[config.mk]
export PLATFORM = sky130hd
export DESIGN_NAME = control_sequencer
export DESIGN_NICKNAME = d
export VERILOG_FILES = /design/src/rtl/control_sequencer.sv
export SDC_FILE = /design/constraint.sdc
export NUM_CORES = 1
export LEC_CHECK = 0
export BUFFER_PORTS_ARGS = -buffer_cell sky130_fd_sc_hd__buf_2
export CORE_ASPECT_RATIO = 1.5
export CORE_MARGIN = 5
export CORE_UTILIZATION = 44
export CTS_BUF_LIST = sky130_fd_sc_hd__clkbuf_16
export DETAILED_ROUTE_END_ITERATION = 12
export PLACE_DENSITY = 0.88
export SYNTH_ARGS = -nofsm -noshare
export SYNTH_HDL_FRONTEND = slang
export SYNTH_SLANG_ARGS = --single-unit
[constraint.sdc]
create_clock -name clk -period 5.71 [get_ports clk]
set_input_delay 0.8565 -clock clk [delete_from_list [all_inputs] [get_ports clk]]
set_output_delay 0.8565 -clock clk [all_outputs]
set_load 0.01 [all_outputs]
[src/rtl/control_sequencer.sv]
// Hardwired fetch/decode/execute sequencer driving the datapath bus, load enables, ALU and memory.
// Define CTRL_PERF_CNT_EN to add the retired-instruction counter output.
module control_sequencer #(
  parameter logic [5:0] ALU_ADD = 6'd3,
  parameter logic [5:0] ALU_SUB = 6'd4,
  parameter logic [5:0] ALU_AND = 6'd5,
  parameter logic [5:0] ALU_OR  = 6'd6,
  parameter logic [5:0] ALU_MUL = 6'd15,
  parameter logic [5:0] ALU_DIV = 6'd16,
  parameter logic [5:0] ALU_INC = 6'd31
) (
  input  logic        clk,
  input  logic        clr,
  input  logic [31:0] IR_data_out,
  input  logic        mem_ready,
  output logic [31:0] out_sel,
  output logic [31:0] in_en,
  output logic [5:0]  ALU_Sel,
  output logic        read,
  output logic        mem_write,
  output logic        halted,
`ifdef CTRL_PERF_CNT_EN
  output logic [31:0] retired,
`endif
  output logic        illegal
);

  localparam logic [31:0] SelHi   = 32'd1 << 16;
  localparam logic [31:0] SelLo   = 32'd1 << 17;
  localparam logic [31:0] SelZhi  = 32'd1 << 18;
  localparam logic [31:0] SelZlo  = 32'd1 << 19;
  localparam logic [31:0] SelPc   = 32'd1 << 20;
  localparam logic [31:0] SelIr   = 32'd1 << 21;
  localparam logic [31:0] SelMdr  = 32'd1 << 22;
  localparam logic [31:0] SelMar  = 32'd1 << 23;
  localparam logic [31:0] SelY    = 32'd1 << 24;
  localparam logic [31:0] SelC    = 32'd1 << 25;

  localparam logic [4:0] OpLd   = 5'b00000;
  localparam logic [4:0] OpSt   = 5'b00010;
  localparam logic [4:0] OpAdd  = 5'b00011;
  localparam logic [4:0] OpSub  = 5'b00100;
  localparam logic [4:0] OpAnd  = 5'b00101;
  localparam logic [4:0] OpOr   = 5'b00110;
  localparam logic [4:0] OpMul  = 5'b01111;
  localparam logic [4:0] OpDiv  = 5'b10000;
  localparam logic [4:0] OpNop  = 5'b11010;
  localparam logic [4:0] OpHalt = 5'b11011;

  typedef enum logic [3:0] {
    StT0, StT1, StT1Wait, StT2, StT3, StT4, StT5, StT6, StT7, StHalted
  } state_t;

  state_t      r_state, w_next;
  logic [4:0]  w_op;
  logic [31:0] w_sel_ra, w_sel_rb, w_sel_rc;
  logic        w_is_alu, w_is_muldiv, w_is_ld, w_is_st, w_is_nop, w_is_halt, w_is_exec;
  logic [5:0]  w_alu_op;
  logic        w_retire;
  logic        w_unused;

  // IR already holds the new instruction from T3 onward, so decode reads it directly.
  assign w_op     = IR_data_out[31:27];
  assign w_sel_ra = 32'd1 << IR_data_out[26:23];
  assign w_sel_rb = 32'd1 << IR_data_out[22:19];
  assign w_sel_rc = 32'd1 << IR_data_out[18:15];
  assign w_unused = ^{IR_data_out[14:0], w_retire};

  always_comb begin
    w_is_alu    = 1'b0;
    w_is_muldiv = 1'b0;
    w_alu_op    = ALU_ADD;
    case (w_op)
      OpAdd: begin w_is_alu = 1'b1; w_alu_op = ALU_ADD; end
      OpSub: begin w_is_alu = 1'b1; w_alu_op = ALU_SUB; end
      OpAnd: begin w_is_alu = 1'b1; w_alu_op = ALU_AND; end
      OpOr:  begin w_is_alu = 1'b1; w_alu_op = ALU_OR;  end
      OpMul: begin w_is_muldiv = 1'b1; w_alu_op = ALU_MUL; end
      OpDiv: begin w_is_muldiv = 1'b1; w_alu_op = ALU_DIV; end
      default: ;
    endcase
  end

  assign w_is_ld   = (w_op == OpLd);
  assign w_is_st   = (w_op == OpSt);
  assign w_is_nop  = (w_op == OpNop);
  assign w_is_halt = (w_op == OpHalt);
  assign w_is_exec = w_is_alu | w_is_muldiv | w_is_ld | w_is_st;

  always_ff @(posedge clk or posedge clr) begin
    if (clr) r_state <= StT0;
    else     r_state <= w_next;
  end

  always_comb begin
    w_next    = r_state;
    out_sel   = '0;
    in_en     = '0;
    ALU_Sel   = '0;
    read      = 1'b0;
    mem_write = 1'b0;
    halted    = 1'b0;
    illegal   = 1'b0;
    w_retire  = 1'b0;
    unique case (r_state)
      StT0: begin
        out_sel = SelPc;
        in_en   = SelMar | SelZlo;
        ALU_Sel = ALU_INC;
        w_next  = StT1;
      end
      StT1, StT1Wait: begin
        out_sel = SelZlo;
        read    = 1'b1;
        if (r_state == StT1) in_en = SelPc;
        if (mem_ready) begin
          in_en  = in_en | SelMdr;
          w_next = StT2;
        end else begin
          w_next = StT1Wait;
        end
      end
      StT2: begin
        out_sel = SelMdr;
        in_en   = SelIr;
        w_next  = StT3;
      end
      StT3: begin
        if (w_is_halt) begin
          w_next = StHalted;
        end else if (w_is_exec) begin
          out_sel = w_sel_rb;
          in_en   = SelY;
          w_next  = StT4;
        end else begin
          illegal  = ~w_is_nop;
          w_retire = 1'b1;
          w_next   = StT0;
        end
      end
      StT4: begin
        if (w_is_ld || w_is_st) begin
          out_sel = SelC;
          ALU_Sel = ALU_ADD;
          in_en   = SelZlo;
        end else begin
          out_sel = w_sel_rc;
          ALU_Sel = w_alu_op;
          in_en   = SelZhi | SelZlo;
        end
        w_next = StT5;
      end
      StT5: begin
        out_sel = SelZlo;
        if (w_is_alu) begin
          in_en    = w_sel_ra;
          w_retire = 1'b1;
          w_next   = StT0;
        end else begin
          in_en  = w_is_muldiv ? SelLo : SelMar;
          w_next = StT6;
        end
      end
      StT6: begin
        if (w_is_muldiv) begin
          out_sel  = SelZhi;
          in_en    = SelHi;
          w_retire = 1'b1;
          w_next   = StT0;
        end else if (w_is_ld) begin
          read = 1'b1;
          if (mem_ready) begin
            in_en  = SelMdr;
            w_next = StT7;
          end
        end else begin
          out_sel = w_sel_ra;
          in_en   = SelMdr;
          w_next  = StT7;
        end
      end
      StT7: begin
        if (w_is_ld) begin
          out_sel  = SelMdr;
          in_en    = w_sel_ra;
          w_retire = 1'b1;
          w_next   = StT0;
        end else begin
          mem_write = 1'b1;
          if (mem_ready) begin
            w_retire = 1'b1;
            w_next   = StT0;
          end
        end
      end
      StHalted: halted = 1'b1;
      default:  w_next = StT0;
    endcase
    // Strobes must fall the moment clr rises, not on the next edge.
    if (clr) begin
      out_sel   = '0;
      in_en     = '0;
      ALU_Sel   = '0;
      read      = 1'b0;
      mem_write = 1'b0;
      halted    = 1'b0;
      illegal   = 1'b0;
    end
  end

`ifdef CTRL_PERF_CNT_EN
  logic [31:0] r_retired;

  always_ff @(posedge clk or posedge clr) begin
    if (clr)           r_retired <= '0;
    else if (w_retire) r_retired <= r_retired + 32'd1;
  end

  assign retired = r_retired;
`endif

endmodule

==> impl.org, run 1 <==
** Run status
- Run status :: complete, no violations

** STA
- The number of pins exceeding their max-slew limit in the final report is 0.
- The number of hold violations in the final report is 0.
- Clock skew on the completed layout was measured at 0.00183 ns.
- Final setup violation count :: 0
- Setup TNS :: 0 ns
- Measured against its own limit, the worst slew margin works out to 48.5%.
- Of the available clock period, the critical path in the final layout requires between 60% and 70%.
- Pin slew with the least headroom to its limit :: ~0.76 ns
- The worst path in the final design needs a cycle of 3.68 ns, including I/O delays and setup.
- Hold Slack :: just under 0.7 ns
- Unrepaired setup endpoints after global routing :: false
- Based on the critical path, the design can be clocked at up to 272 MHz.

** Cells and area
- For this run, the post-layout net count is 329.
- Counting the fill cells in the layout gives 334.
- In the final layout, the multi-input gates occupy 0.00114 mm^2.
- The register with the most flip-flops in the layout has 4 of them.
- Final cell utilization of the core :: a little under three fifths
- Post-Layout Inst Area :: 0.00177 mm^2
- Area growth syn-to-layout :: 25.6%
- The register with the most flip-flops in the final layout is r_state.
- Summing all flip-flop and latch instances after layout gives 100 um^2.
- The largest registers in the layout are r_state x4.
- Ant. Diodes :: 0
- Cells with a size suffix above 1 make up 28.1% of the layout.

** Floorplan
- Vertical die dimension :: 79.3 um
- Die area :: 0.00446 mm^2
- The floorplan has 25 rows.
- Area of the core :: 0.00313 mm^2
- The floorplan step set the die width to about 56 um.
- Starting Density :: between 40% and 50%
- Top-Level Pins :: 109

** Logic synthesis
- For this run, the number of Yosys warnings is 0.
- The top cell type by area accounts for 10.1% of the synthesized area.
- Most frequently used cell type in the post-synthesis netlist :: sky130_fd_sc_hd__nor2_1
- Flop and latch count out of synthesis :: 4
- Synth unique cells :: 49
- For this run, the register share of the synthesized area comes to 7.10%.
- Synth top cells by count :: 33 x sky130_fd_sc_hd__nor2_1, 19 x sky130_fd_sc_hd__buf_4, 19 x sky130_fd_sc_hd__o21ai_0
- Main area contributors after synthesis :: sky130_fd_sc_hd__buf_4 10%, sky130_fd_sc_hd__nor2_1 8.8%, sky130_fd_sc_hd__dfrtp_1 7.1%, sky130_fd_sc_hd__a22oi_1 6.9%, sky130_fd_sc_hd__o21ai_0 6.7%
- The most used flip-flop cell after synthesis is sky130_fd_sc_hd__dfrtp_1.
- Area leader, netlist :: sky130_fd_sc_hd__buf_4
- Counting flops with a built-in enable in the synthesized netlist gives 0.
- FFs w/ async S/R, synth :: 100%
- The mapped netlist covers 0.00141 mm^2.
- Post-Syn Instances :: 230
- Per-instance average area after synthesis :: 6.13 um^2

** Power and ir drop
- VDD sags by at most around 0.23 mV.
- In this run the static leakage power is 0.876 nW.
- Post-layout power :: 0.000463 W
- Ratio of total power to cell area :: around 260 mW/mm^2

** Route
- Wires add up to 4.91 mm.
- After detailed routing, the number of remaining DRC violations is 0.
- In this run, the number of DRC markers left after iteration 0 of detailed routing was 170.
- The first detailed-routing pass took 5 iterations.
- Dividing the detail-routed via count by the number of cells gives 6.08.
- Dividing the detail-routed wire length by the instance count gives around 15 um.
- In this run the remaining antenna-violating nets after routing total 0.
- Number of vias in the routed layout :: roughly 2000

** GRT
- The first global-routing pass estimated 7.94 mm of wire.
- Entering global routing, the biggest net connects 16 pins.
- GRT Util Overall :: a little over a fifth
- Met3 track demand over resource in global routing :: 2.44%
- Peak-usage layer in the global routing report :: met2
- The initial antenna violation count came to 0.
- Global routing consumed, on the met1 layer, between 20% and 30% of the routing resources.
- The number of global-route vias before repair came to 1805.
- For met2 alone, demand over resource in global routing was 38.6%.
- After global routing the overflow that remains totals 0.

** Clock tree
- Post-cts gate resize count :: 0
- Clock slew seen by the registers of the worst setup and hold paths :: approximately 0.03 ns
- Hold-fix buffers at CTS :: 0
- TritonCTS Buffers :: 3
- Buffers inserted by post-CTS timing repair :: 0
- In this run the clock root is driven by a sky130_fd_sc_hd__clkbuf_16.
- Maximum root-to-sink buffer count :: 2
- Clock tree from TritonCTS :: built
- Counting every sink on the clock net gives 4.
- The clock reaches the later pin of the worst-skew pair after around 0.22 ns.
- CTS built an H-tree with a depth of 1.

** Run
- Across the run, the number of max-cap violations was 0.

** Setup path
- The critical path is of the in2out type.
- Data on the critical path is required at its endpoint by ~4.9 ns.
- Data arrival time of the critical path :: 2.82 ns
- The worst setup path is launched from an input port.
- The worst setup path is captured at an output pin.
- Along the worst path, the maximum fanout reaches 14.

** Placed design
- Detailed placement finished with a half-perimeter wire length of 3.86 mm.
- Placed inst area :: between 0.0015 and 0.002 mm^2
- Global placer's final weighted congestion :: 0.972
- Quantity of I/O buffers inserted on ports :: 74

** Hold path
- Path type of the worst min-delay path :: in2async
[worst paths after layout]
path	start	slack (ns)	end	cells after the start
worst max-delay path	IR_data_out[28]	2.03	in_en[0]	7
worst min-delay path	clr	0.68	r_state[2]$_DFFE_PP0P_	2
worst max register to register	r_state[0]$_DFFE_PP0P_	4.12	r_state[0]$_DFFE_PP0P_	4
worst min register to register	r_state[3]$_DFFE_PP0P_	0.72	r_state[2]$_DFFE_PP0P_	1
max in group asynchronous	clr	4.83	r_state[0]$_DFFE_PP0P_	2
min in group clk	r_state[3]$_DFFE_PP0P_	0.72	r_state[2]$_DFFE_PP0P_	1
[placed cells by master, fill, tap and decap left out, types with 2 or more instances in the layout]
cell | netlist | final
sky130_fd_sc_hd__nor2b_1 | 5 | 5
sky130_fd_sc_hd__nor3b_1 | 4 | 4
sky130_fd_sc_hd__nor2_1 | 33 | 33
sky130_fd_sc_hd__buf_2 | 0 | 74
sky130_fd_sc_hd__a22oi_1 | 13 | 13
sky130_fd_sc_hd__clkbuf_16 | 0 | 3
sky130_fd_sc_hd__nand3_1 | 9 | 9
sky130_fd_sc_hd__a32oi_1 | 4 | 4
sky130_fd_sc_hd__or4_1 | 2 | 2
sky130_fd_sc_hd__and2b_1 | 2 | 2
sky130_fd_sc_hd__nand2_1 | 13 | 13
sky130_fd_sc_hd__a21oi_1 | 14 | 14
sky130_fd_sc_hd__o21ai_0 | 19 | 19
sky130_fd_sc_hd__and2_1 | 3 | 3
sky130_fd_sc_hd__and3_1 | 5 | 5
sky130_fd_sc_hd__dfrtp_1 | 4 | 4
sky130_fd_sc_hd__o41a_1 | 2 | 2
sky130_fd_sc_hd__o41ai_1 | 2 | 2
sky130_fd_sc_hd__nor3_1 | 18 | 18
sky130_fd_sc_hd__nand2b_1 | 7 | 7
sky130_fd_sc_hd__nor4_1 | 3 | 3
sky130_fd_sc_hd__a211oi_1 | 2 | 2
sky130_fd_sc_hd__inv_1 | 8 | 8
sky130_fd_sc_hd__o2111ai_1 | 2 | 2
sky130_fd_sc_hd__conb_1 | 1 | 19
[worst max-delay path, stage by stage]
cell and delay (ns):
sky130_fd_sc_hd__buf_2 0.17, sky130_fd_sc_hd__or4_4 0.56, sky130_fd_sc_hd__or4_1 0.50, sky130_fd_sc_hd__a21oi_2 0.23
sky130_fd_sc_hd__nand2_1 0.15, sky130_fd_sc_hd__nor3_1 0.19, sky130_fd_sc_hd__buf_2 0.17
[where the power goes]
group / switching (W) / leakage (nW) / internal [W] / total (W)
logic: 0.000168 / 0.788 / 0.000102 / 0.000270
registers: 0.0000431 / 0.0506 / 0.0000411 / 0.0000842
clock network: 0.0000189 / 0.0370 / 0.0000894 / 0.000108
[area by class of cell]
cell class / count / area share [%]
well taps: 40 / 2.83
multi-input cells: 203 / 64.6
repair buffers: 74 / 20.9
inverters: 8 / 1.70
flip-flops and latches: 4 / 5.66
clock buffers: 3 / 4.24
[stage by stage]
step           cells  setup slack (ns)
3_5_place_dp     329              2.05
5_1_grt          332              1.79
4_1_cts          332              2.05
6_report         332              2.03
2_1_floorplan    248              2.30
3_3_place_gp     329              2.08
[cells by family after synthesis]
group / synth area share [%]
other: 0.266
DFF: 7.11
xor gates and xnor gates: 0.622
buffers and inverters: 16.5
AOI/OAI and AO/OA: 33.7
and+or+nand+nor: 41.8
[layer usage]
layer | wire (um) | share of wire, % | vias up
li1 | - | - | 945
met1 | 1730 | 35 | 904
met2 | 2540 | 52 | 146
met3 | 472 | 9.6 | 25
met4 | 166 | 3.4 | 0
met5 | 0 | 0 | -
Note: power is estimated with default switching activity, not from simulation.
==> run 2, diff against run 1 <==
--- a/config.mk
+++ b/config.mk
@@ -8,10 +8,10 @@
 export BUFFER_PORTS_ARGS = -buffer_cell sky130_fd_sc_hd__buf_2
 export CORE_ASPECT_RATIO = 1.5
 export CORE_MARGIN = 5
-export CORE_UTILIZATION = 44
+export CORE_UTILIZATION = 41
 export CTS_BUF_LIST = sky130_fd_sc_hd__clkbuf_16
 export DETAILED_ROUTE_END_ITERATION = 12
-export PLACE_DENSITY = 0.88
+export PLACE_DENSITY = 0.83
 export SYNTH_ARGS = -nofsm -noshare
 export SYNTH_HDL_FRONTEND = slang
 export SYNTH_SLANG_ARGS = --single-unit
==> constraint.sdc (replaced) <==
create_clock -name clk -period 3.8 [get_ports clk]
set_input_delay 0.57 -clock clk [delete_from_list [all_inputs] [get_ports clk]]
set_output_delay 0.57 -clock clk [all_outputs]
set_load 0.01 [all_outputs]
==> impl.org, run 2 (synthesized netlist as in run 1, its figures left out) <==
** GRT
- The global-route wire length before repair is 8.13 mm (+2.4%).
- The layer flagged by global routing as most heavily used is met2.
- Met3 track demand over resource in global routing :: 3.30% (+0.86 points)
- The overall fraction of global-route tracks in use was 20.7% (-0.30 points).
- M2 GR Usage :: 36.7% (-2.0 points)
- The total overflow reported by the global router was 0 (unchanged).
- The fraction of met1 tracks used by global routing came to 22.5% (-0.45 points).
- Via count of the first global-routing pass :: 1856 (+2.8%)
- The largest net degree at the start of global routing is 16 (unchanged).
- Antenna violations before repair :: 0 (unchanged)

** Setup path
- The signal arrival time at the worst endpoint came to 2.51 ns (-0.31 ns).
- The total buffers and inverters traversed by the critical path came to 2 (unchanged).
- Critical-path cell with the highest stage delay :: sky130_fd_sc_hd__or4_4
- The worst setup path is of the in2out kind.
- Counting stages on the worst path, the most repeated cell is sky130_fd_sc_hd__buf_2.
- The critical path goes through buf_2 -> or4_4 -> or4_1 -> a21oi_2 -> nand2_1 -> nor3_1 -> buf_2.
- Category of cells accounting for the largest share of critical-path delay :: simple AND/OR/NAND/NOR gates
- Critical Path Sink Type :: output pin
- The largest incremental delay on the critical path came to 0.56 ns (about the same).
- Critical path peak fanout :: 14 (unchanged)
- WP data required :: 3.23 ns (-1.62 ns)
- The worst setup path is launched from an input port.

** Clock tree
- The sink count of the clock tree is 4 (unchanged).
- TritonCTS Buffers :: 3 (unchanged)
- The maximum buffer depth of the clock tree came to 2 (unchanged).
- Hold-fix buffers at CTS :: 0 (unchanged)
- The register clock-pin slew on the reported worst setup and hold paths came to 0.03 ns (about the same).
- Root buffer selected by CTS :: sky130_fd_sc_hd__clkbuf_16
- Number of H-tree branching levels :: 1 (unchanged)
- TritonCTS built the clock tree.
- Post-cts gate resize count :: 0 (unchanged)
- The source-to-sink clock delay at the later pin of the worst-skew pair was 0.22 ns (about the same).
- Buffers inserted by post-CTS timing repair :: 0 (unchanged)

** Floorplan
- The height of the die came to 81.8 um (+3.1%).
- Die width :: 57.9 um (+3.0%)
- The core area was 0.00335 mm^2 (+7.1%).
- The effective utilization at floorplan is 42.0% (-3.0 points).
- The die outline area is 0.00473 mm^2 (+6.2%).
- Top-Level Pins :: 109 (unchanged)
- The count of standard-cell rows is 26 (+4.0%).

** Cells and area
- From synthesis to final layout, the design area changed by 26.8%.
- The antenna diode count came to 0 (unchanged).
- The post-route cell area came to 0.00179 mm^2 (+0.99%).
- Non-filler cells, final :: 336 (+1.2%)
- Total area of sequential cells :: 100 um^2 (unchanged)
- The largest registers in the layout are r_state x4.
- Final cell utilization of the core :: 53.3% (-3.2 points)
- The number of filler cells placed in the layout was 372 (+11%).
- Leaving out fill and tap cells, the most frequent cell in the layout is sky130_fd_sc_hd__buf_2.
- Most used cells in the layout excluding fill and tap cells :: 74 x sky130_fd_sc_hd__buf_2, 33 x sky130_fd_sc_hd__nor2_1, 19 x sky130_fd_sc_hd__o21ai_0, 19 x sky130_fd_sc_hd__conb_1, 18 x sky130_fd_sc_hd__nor3_1
- Number of flip-flops in the largest register :: 4 (unchanged)
- Final net count :: 331 (+0.61%)
- Largest reg by FF count :: r_state
- The footprint of the multi-input gates is 0.00114 mm^2 (unchanged).
- The share of final-layout standard cells stronger than drive strength 1 was 28.6% (+0.49 points).

** STA
- The number of pins exceeding their max-slew limit in the final report is 0 (unchanged).
- After layout, the worst path uses approximately four fifths of the clock period.
- Highest clock frequency the design can meet :: 324 MHz
- The slew of the pin with the lowest slew margin was 0.677 ns (-0.0858 ns).
- Max transition margin :: 54.5% (+6.0 points)
- Endpoints failing hold :: 0 (unchanged)
- Unrepaired setup endpoints after global routing :: false
- Worst clock skew :: 0.000670 ns (-0.00116 ns)
- Counting I/O delays and the setup requirement, the final critical path takes 3.08 ns.
- Final setup violation count :: 0 (unchanged)
- Setup TNS :: 0 ns (unchanged)

** Power and ir drop
- Leak Pwr :: 0.886 nW (+1.2%)
- The worst supply voltage drop on vdd is 0.361 mV (+55%).
- The total power density per cell area is 396 mW/mm^2 (+52%).
- Post-layout power :: 0.000708 W (+53%)

** Placed design
- The total of buffers placed on input and output ports is 74 (unchanged).
- Post-DP HPWL :: 4.00 mm (+3.5%)
- The cell count after placement is 333 (+1.2%).
- Global placer's final weighted congestion :: 0.893 (-8.1%)
- The total cell area at the placement stage was 0.00171 mm^2 (+1.0%).

** Route
- DR iter-0 viols :: 151 (-11%)
- The overall routed net length was 5.09 mm (+3.8%).
- The number of design rule violations left after detail routing came to 0 (unchanged).
- Average wire per cell in the routed design :: 15.2 um (+2.6%)
- Length of the first detailed-routing pass in iterations :: 5 (unchanged)
- Remaining antenna violation count :: 0 (unchanged)
- Number of vias per cell :: 5.95 (-2.2%)
- Number of vias in the routed layout :: 2000 (-0.99%)

** Run status
- The run finished with clean final reports.

** Hold path
- Path type of the worst min-delay path :: in2async

** Run
- The number of max-cap violations came to 0 (unchanged).
-- run 2: final cells by class --
type / instances / area share [%]
repair buffers: 76 / 21.6
clock buffers: 3 / 4.20
flip-flops and latches: 4 / 5.60
well taps: 42 / 2.94
inverters: 8 / 1.68
multi-input cells: 203 / 64.0
-- run 2: path summary, 6_finish.rpt --
path | start | endpoint | slack, ns | cells after the start
setup reg to reg | r_state[0]$_DFFE_PP0P_ | r_state[0]$_DFFE_PP0P_ | 2.25 | 4
max in group asynchronous | clr | r_state[1]$_DFFE_PP0P_ | 3.22 | 2
setup / recovery | IR_data_out[28] | in_en[10] | 0.72 | 7
hold reg to reg | r_state[3]$_DFFE_PP0P_ | r_state[2]$_DFFE_PP0P_ | 0.74 | 1
hold / removal | clr | r_state[2]$_DFFE_PP0P_ | 0.38 | 2
min in group clk | mem_ready | r_state[0]$_DFFE_PP0P_ | 0.71 | 3
-- run 2: stage by stage --
step	hold slack [ns]	worst slack (ns)
after floorplan	0.363	0.958
after detailed placement	0.609	0.747
after global placement	0.614	0.772
final	0.380	0.715
after global routing	0.410	0.500
after CTS	0.383	0.748
-- run 2: report_power, final --
group | switching, W | internal (W)
Clock | 0.0000300 | 0.000134
Sequential | 0.0000647 | 0.0000617
Combinational | 0.000260 | 0.000157
-- run 2: per-layer routing --
metal  part of all wire (%)  wire length (um)
met5                      0                 0
met4                    2.6               133
met3                     10               527
met1                     36              1830
met2                     51              2600
